**config.mk**
```make
export PLATFORM = sky130hd
export DESIGN_NAME = hood_mode_ctrl_flat
export DESIGN_NICKNAME = d
export VERILOG_FILES = /design/src/rtl/hood_mode_if.sv /design/src/rtl/hood_mode_ctrl.sv /design/src/flat_wrapper.sv
export SDC_FILE = /design/constraint.sdc
export NUM_CORES = 1
export LEC_CHECK = 0
export BUFFER_PORTS_ARGS = -buffer_cell sky130_fd_sc_hd__buf_2
export CORE_ASPECT_RATIO = 1.5
export CORE_MARGIN = 5
export CORE_UTILIZATION = 34
export DETAILED_ROUTE_END_ITERATION = 8
export GPL_ROUTABILITY_DRIVEN = 0
export PLACE_DENSITY_LB_ADDON = 0.1
export SYNTH_ARGS = -nofsm -noshare
export SYNTH_HDL_FRONTEND = slang
export SYNTH_SLANG_ARGS = --single-unit
```
**constraint.sdc**
```tcl
create_clock -name clk_1hz -period 4.21 [get_ports clk_1hz]
set_input_delay 0.421 -clock clk_1hz [delete_from_list [all_inputs] [get_ports clk_1hz]]
set_output_delay 0.421 -clock clk_1hz [all_outputs]
set_load 0.005 [all_outputs]
```
**src/rtl/hood_mode_if.sv**
```systemverilog
// Button inputs and mode outputs of the range-hood mode controller.
// The master side drives the buttons; the slave side is the controller.
interface hood_mode_if #(
    parameter int CNT_W = 7
);
    logic             menu_btn;
    logic             mode1_btn;
    logic             mode2_btn;
    logic             mode3_btn;
    logic [2:0]       mode_state;
    logic [CNT_W-1:0] countdown;
    logic             hurricane_avail;
    logic             in_menu;

    modport master (
        output menu_btn, mode1_btn, mode2_btn, mode3_btn,
        input  mode_state, countdown, hurricane_avail, in_menu
    );

    modport slave (
        input  menu_btn, mode1_btn, mode2_btn, mode3_btn,
        output mode_state, countdown, hurricane_avail, in_menu
    );
endinterface

```
**src/rtl/hood_mode_ctrl.sv**
```systemverilog
// Range-hood fan mode controller on the 1 Hz tick: menu FSM, one-shot
// hurricane with timed auto-drop, and timed return to standby.
//
//  state  | meaning
//  IDLE   | standby, fan off (mode 0)
//  MENU   | menu open, waiting for a level choice (mode 0)
//  L1     | fan level 1
//  L2     | fan level 2
//  HUR    | hurricane (mode 3), counting down to auto-drop to L2
//  RET    | level 2 run-out after menu exit from hurricane, then IDLE
module hood_mode_ctrl #(
    parameter int HURRICANE_SEC = 60,
    parameter int RETURN_SEC    = 60,
    parameter int CNT_W         = 7
) (
    input  logic         clk_1hz,
    input  logic         rst,
    hood_mode_if.slave   hood
);

    typedef enum logic [2:0] {
        S_IDLE = 3'd0,
        S_MENU = 3'd1,
        S_L1   = 3'd2,
        S_L2   = 3'd3,
        S_HUR  = 3'd4,
        S_RET  = 3'd5
    } state_t;

    localparam logic [CNT_W-1:0] HUR_CNT = CNT_W'(HURRICANE_SEC);
    localparam logic [CNT_W-1:0] RET_CNT = CNT_W'(RETURN_SEC);
    localparam logic [CNT_W-1:0] CNT_ONE = CNT_W'(1);

    state_t           state_q, state_d;
    logic [CNT_W-1:0] cnt_q, cnt_d;
    logic             avail_q, avail_d;
    logic [3:0]       btn_prev_q;
    logic [2:0]       mode_q, mode_d;
    logic             in_menu_q, in_menu_d;

    logic [3:0] btn, press;
    logic       menu_p, m3_p, m2_p, m1_p;

    // bit order {menu, mode3, mode2, mode1} matches press priority
    assign btn   = {hood.menu_btn, hood.mode3_btn, hood.mode2_btn, hood.mode1_btn};
    assign press = btn & ~btn_prev_q;

    always_comb begin
        menu_p = press[3];
        m3_p   = press[2] & ~press[3];
        m2_p   = press[1] & ~(|press[3:2]);
        m1_p   = press[0] & ~(|press[3:1]);
    end

    always_comb begin
        state_d = state_q;
        cnt_d   = '0;
        avail_d = avail_q;
        case (state_q)
            S_IDLE: begin
                if (menu_p) state_d = S_MENU;
            end
            S_MENU: begin
                if (menu_p) begin
                    state_d = S_IDLE;
                end else if (m3_p) begin
                    if (avail_q) begin
                        state_d = S_HUR;
                        cnt_d   = HUR_CNT;
                        avail_d = 1'b0;
                    end
                end else if (m2_p) begin
                    state_d = S_L2;
                end else if (m1_p) begin
                    state_d = S_L1;
                end
            end
            S_L1: begin
                if (menu_p)    state_d = S_IDLE;
                else if (m2_p) state_d = S_L2;
            end
            S_L2: begin
                if (menu_p)    state_d = S_IDLE;
                else if (m1_p) state_d = S_L1;
            end
            S_HUR: begin
                // menu beats expiry; a zero count is treated as expired so it never wraps
                if (menu_p) begin
                    state_d = S_RET;
                    cnt_d   = RET_CNT;
                end else if (cnt_q <= CNT_ONE) begin
                    state_d = S_L2;
                end else begin
                    cnt_d = cnt_q - CNT_ONE;
                end
            end
            S_RET: begin
                if (cnt_q <= CNT_ONE) state_d = S_IDLE;
                else                  cnt_d   = cnt_q - CNT_ONE;
            end
            default: state_d = S_IDLE;
        endcase
    end

    always_comb begin
        mode_d    = 3'd0;
        in_menu_d = (state_d == S_MENU);
        case (state_d)
            S_L1:         mode_d = 3'd1;
            S_L2, S_RET:  mode_d = 3'd2;
            S_HUR:        mode_d = 3'd3;
            default:      mode_d = 3'd0;
        endcase
    end

    // button history resets high so a button held through reset is not a press
    always_ff @(posedge clk_1hz or negedge rst) begin
        if (!rst) begin
            state_q    <= S_IDLE;
            cnt_q      <= '0;
            avail_q    <= 1'b1;
            btn_prev_q <= 4'hF;
            mode_q     <= 3'd0;
            in_menu_q  <= 1'b0;
        end else begin
            state_q    <= state_d;
            cnt_q      <= cnt_d;
            avail_q    <= avail_d;
            btn_prev_q <= btn;
            mode_q     <= mode_d;
            in_menu_q  <= in_menu_d;
        end
    end

    assign hood.mode_state      = mode_q;
    assign hood.countdown       = cnt_q;
    assign hood.hurricane_avail = avail_q;
    assign hood.in_menu         = in_menu_q;

endmodule

```
**src/flat_wrapper.sv**
```systemverilog
// flat-port wrapper written by rule: the top's interface ports become plain ports
module hood_mode_ctrl_flat 
#(
    parameter int HURRICANE_SEC = 60,
    parameter int RETURN_SEC    = 60,
    parameter int CNT_W         = 7
)
  (clk_1hz, rst, hood_menu_btn, hood_mode1_btn, hood_mode2_btn, hood_mode3_btn, hood_mode_state, hood_countdown, hood_hurricane_avail, hood_in_menu);
  hood_mode_if #(.CNT_W(CNT_W)) hood_i ();
  input  logic clk_1hz;
  input  logic rst;
  input wire logic [$bits(hood_i.menu_btn)-1:0] hood_menu_btn;
  input wire logic [$bits(hood_i.mode1_btn)-1:0] hood_mode1_btn;
  input wire logic [$bits(hood_i.mode2_btn)-1:0] hood_mode2_btn;
  input wire logic [$bits(hood_i.mode3_btn)-1:0] hood_mode3_btn;
  output wire logic [$bits(hood_i.mode_state)-1:0] hood_mode_state;
  output wire logic [$bits(hood_i.countdown)-1:0] hood_countdown;
  output wire logic [$bits(hood_i.hurricane_avail)-1:0] hood_hurricane_avail;
  output wire logic [$bits(hood_i.in_menu)-1:0] hood_in_menu;
  assign hood_i.menu_btn = hood_menu_btn;
  assign hood_i.mode1_btn = hood_mode1_btn;
  assign hood_i.mode2_btn = hood_mode2_btn;
  assign hood_i.mode3_btn = hood_mode3_btn;
  assign hood_mode_state = hood_i.mode_state;
  assign hood_countdown = hood_i.countdown;
  assign hood_hurricane_avail = hood_i.hurricane_avail;
  assign hood_in_menu = hood_i.in_menu;
  hood_mode_ctrl #(.HURRICANE_SEC(HURRICANE_SEC), .RETURN_SEC(RETURN_SEC), .CNT_W(CNT_W)) u_core (.clk_1hz(clk_1hz), .rst(rst), .hood(hood_i));
endmodule
```
==> summary.txt <==
STA
  – Fin worst setup slack: between 2 and 3 ns
  – Final Slew Violations: 0
  – Clock skew: around 0.0027 ns
  – Final Cycle Share: 0.3836
  – Final Hold Fails: 0
  – Tmin final: 1.615 ns
  – RSZ-0062 raised after global routing: false
  – Setup TNS Final: 0 ns
  – Setup violators final: 0
  – Fmax: 0.6192 GHz
  – WHS: approximately 0.075 ns

Setup path
  – Worst path required time: 4.35 ns
  – CP arrival: 1.75 ns
  – Crit path launch type: flop
  – Critical Path Fanout Max: 6
  – WS Path Type: flop to flop
  – CP endpoint kind: flop
  – Reg2reg setup slack: about 2.6 ns

GRT
  – Vias in the first global route: between 700 and 800
  – Gr busiest metal: met2
  – Routing usage on met2: 0.2098
  – Met3 Use GR: 0.02045
  – First-pass GRT wire length: roughly 3.2 mm
  – Largest net degree at the start of global routing: 19
  – Global route total overflow: 0
  – GRT Overall Usage: 0.1129
  – Initial antenna violation count: 0
  – Met1 GRT Util: 0.1105

CTS
  – Cts bufs inserted: 3
  – CTS Sinks: 18
  – Worst-Skew Late Latency: 0.26 ns
  – Clock Tree Buf Depth: 2
  – # H-tree levels: 1
  – CTS tree: yes
  – CTS Root Cell: clkbuf_8
  – Clk pin slew, worst setup/hold paths: 0.07 ns
  – CTS resizes: 0
  – Hold-fix buffers, CTS: 0
  – Setup bufs post-CTS: 0

Floorplan
  – Core Region: around 2600 µm²
  – Die area: 3814 µm²
  – Starting Density: 0.3454
  – Ports: 18
  – Die Y: ~73 µm
  – Num rows: 23
  – Die X: between 50 and 60 µm

Placement
  – Dpl hpwl: ~1.4 mm
  – Place WS: between 2 and 3 ns
  – IO buf count: 16

Flow run
  – Max_cap viols: 0

Synthesis
  – Top FF cell, synth: dfrtp_1
  – Top-count cell post-synth: dfrtp_1
  – Synth Register Bits: 18
  – Mapped Cells: between 80 and 90
  – Top-area cell type share of the netlist area: 0.3596
  – Mapped cell area: 904.6 µm²
  – Number of distinct library cells after synthesis: 34
  – Yosys warning count: 0
  – Seq/Total Area, Yosys: 0.5048
  – Biggest area consumer among synthesized cells: dfrtp_1
  – Mean Syn Cell Area: 10.64 µm²
  – Number of synthesized flops with an enable pin: 0
  – Largest cells by area after synthesis: dfrtp_1, dfstp_2, nor2b_1
  – Asr flop ratio synth: 1.000
  – Synth top cells by count: dfrtp_1, nand2_1, o21ai_0
  – Mapped Nets: 93

Drt
  – DRT iter0 DRCs: 10
  – Drt via density: 4.837
  – Via count: around 680
  – Remaining DRCs: 0
  – Drt total wl: 1.840 mm
  – WL/cell: around 13 µm
  – Detailed Routing Iterations Pass 1: 6
  – Detail Route Antenna Nets: 0

Final layout
  – Nets@finish: 113
  – Layout cell share with drive strength beyond 1: 0.2981
  – Fillcell total: 274
  – ANT cells: 0
  – Area Growth Syn to Fin: 19.22%

Power
  – Pwr per Cell Area: 403.6 nW/µm²
  – Max IR drop VDD: 0.2444 mV
  – Leakage: around 0.00053 µW

Outcome
  – Status: finished, final reports clean

Worst hold path
  – Worst Hold Class: input pin to async pin
## critical path, cell delays in order, from the launching register on
cell and delay, ns:
dfrtp_1 0.43, ha_1 0.22, o21bai_1 0.19, nand4_1 0.18
and3_2 0.21, nand3_2 0.09, nor3b_2 0.18
## per-layer routing
layer / vias up / wire, µm
li1: 333 / -
met1: 331 / 698
met2: 13 / 999
met3: 5 / 86
met4: 0 / 55
met5: - / 0
## registers in the layout (all words and copies together), names as in the netlist
signal / count
u_core.btn_prev_q: 4
u_core.hood.hurricane_avail: 1
u_core.hood.in_menu: 1
u_core.hood.countdown: 7
u_core.hood.mode_state: 2
u_core.state_q: 3
## through the flow
stage	utilization	instances	cell area, µm²	power [µW]
global route	0.4118	141	1079	459.8
global placement	0.3908	137	1023	297.7
floorplan	-	85	904.6	266.0
detailed placement	0.3908	137	1023	297.3
finish	0.4118	141	1079	435.3
CTS	0.4118	141	1079	440.6
## report_power, final
group	switching [µW]	internal [µW]
Clock	59.3	83.2
Sequential	16.9	193
Combinational	44.1	38.7
## cell usage in the layout, fill, tap and decap left out, drive strengths merged, types with 2 or more instances in the layout
cell type,Yosys,final
inv,4,4
nor2,2,2
nor4,2,2
buf,1,16
dfstp,5,5
nor3b,4,4
a21o,2,2
dfrtp,13,13
o21ai,7,7
ha,2,2
nor2b,6,6
clkbuf,0,4
nor3,4,4
nand2,9,9
nand2b,3,3
nand3,3,3
xnor2,4,4
## cells by family after synthesis
group	synth area share
AO/OA/AOI/OAI	0.1356
XOR/XNOR	0.04841
adder cells (fa/ha/maj)	0.02766
buffers and inverters	0.02489
flip-flops	0.5048
other	0.004145
AND/OR/NAND/NOR	0.2545
## layout make-up
cell class                      count  area [µm²]  area share
Clock buffer                        4       55.05     0.05104
Inverter                            4       15.01     0.01392
Multi-Input combinational cell     62       425.4      0.3944
Sequential cell                    18       456.7      0.4234
Tap cell                           37       46.29     0.04292
Timing Repair Buffer               16       80.08     0.07425
## worst paths after layout
kind / start / to / depth (start not counted)
worst max-delay path: u_core.hood.countdown[0] / u_core.hood.in_menu / 6
worst min-delay path: rst / u_core.hood.countdown[0] / 1
worst max register to register: u_core.hood.countdown[0] / u_core.hood.in_menu / 6
worst min register to register: u_core.hood.hurricane_avail / u_core.hood.hurricane_avail / 1
max in group asynchronous: rst / u_core.btn_prev_q[1] / 1
min in group clk_1hz: hood_mode2_btn / u_core.btn_prev_q[1] / 1
(Power assumes the default switching activity.)
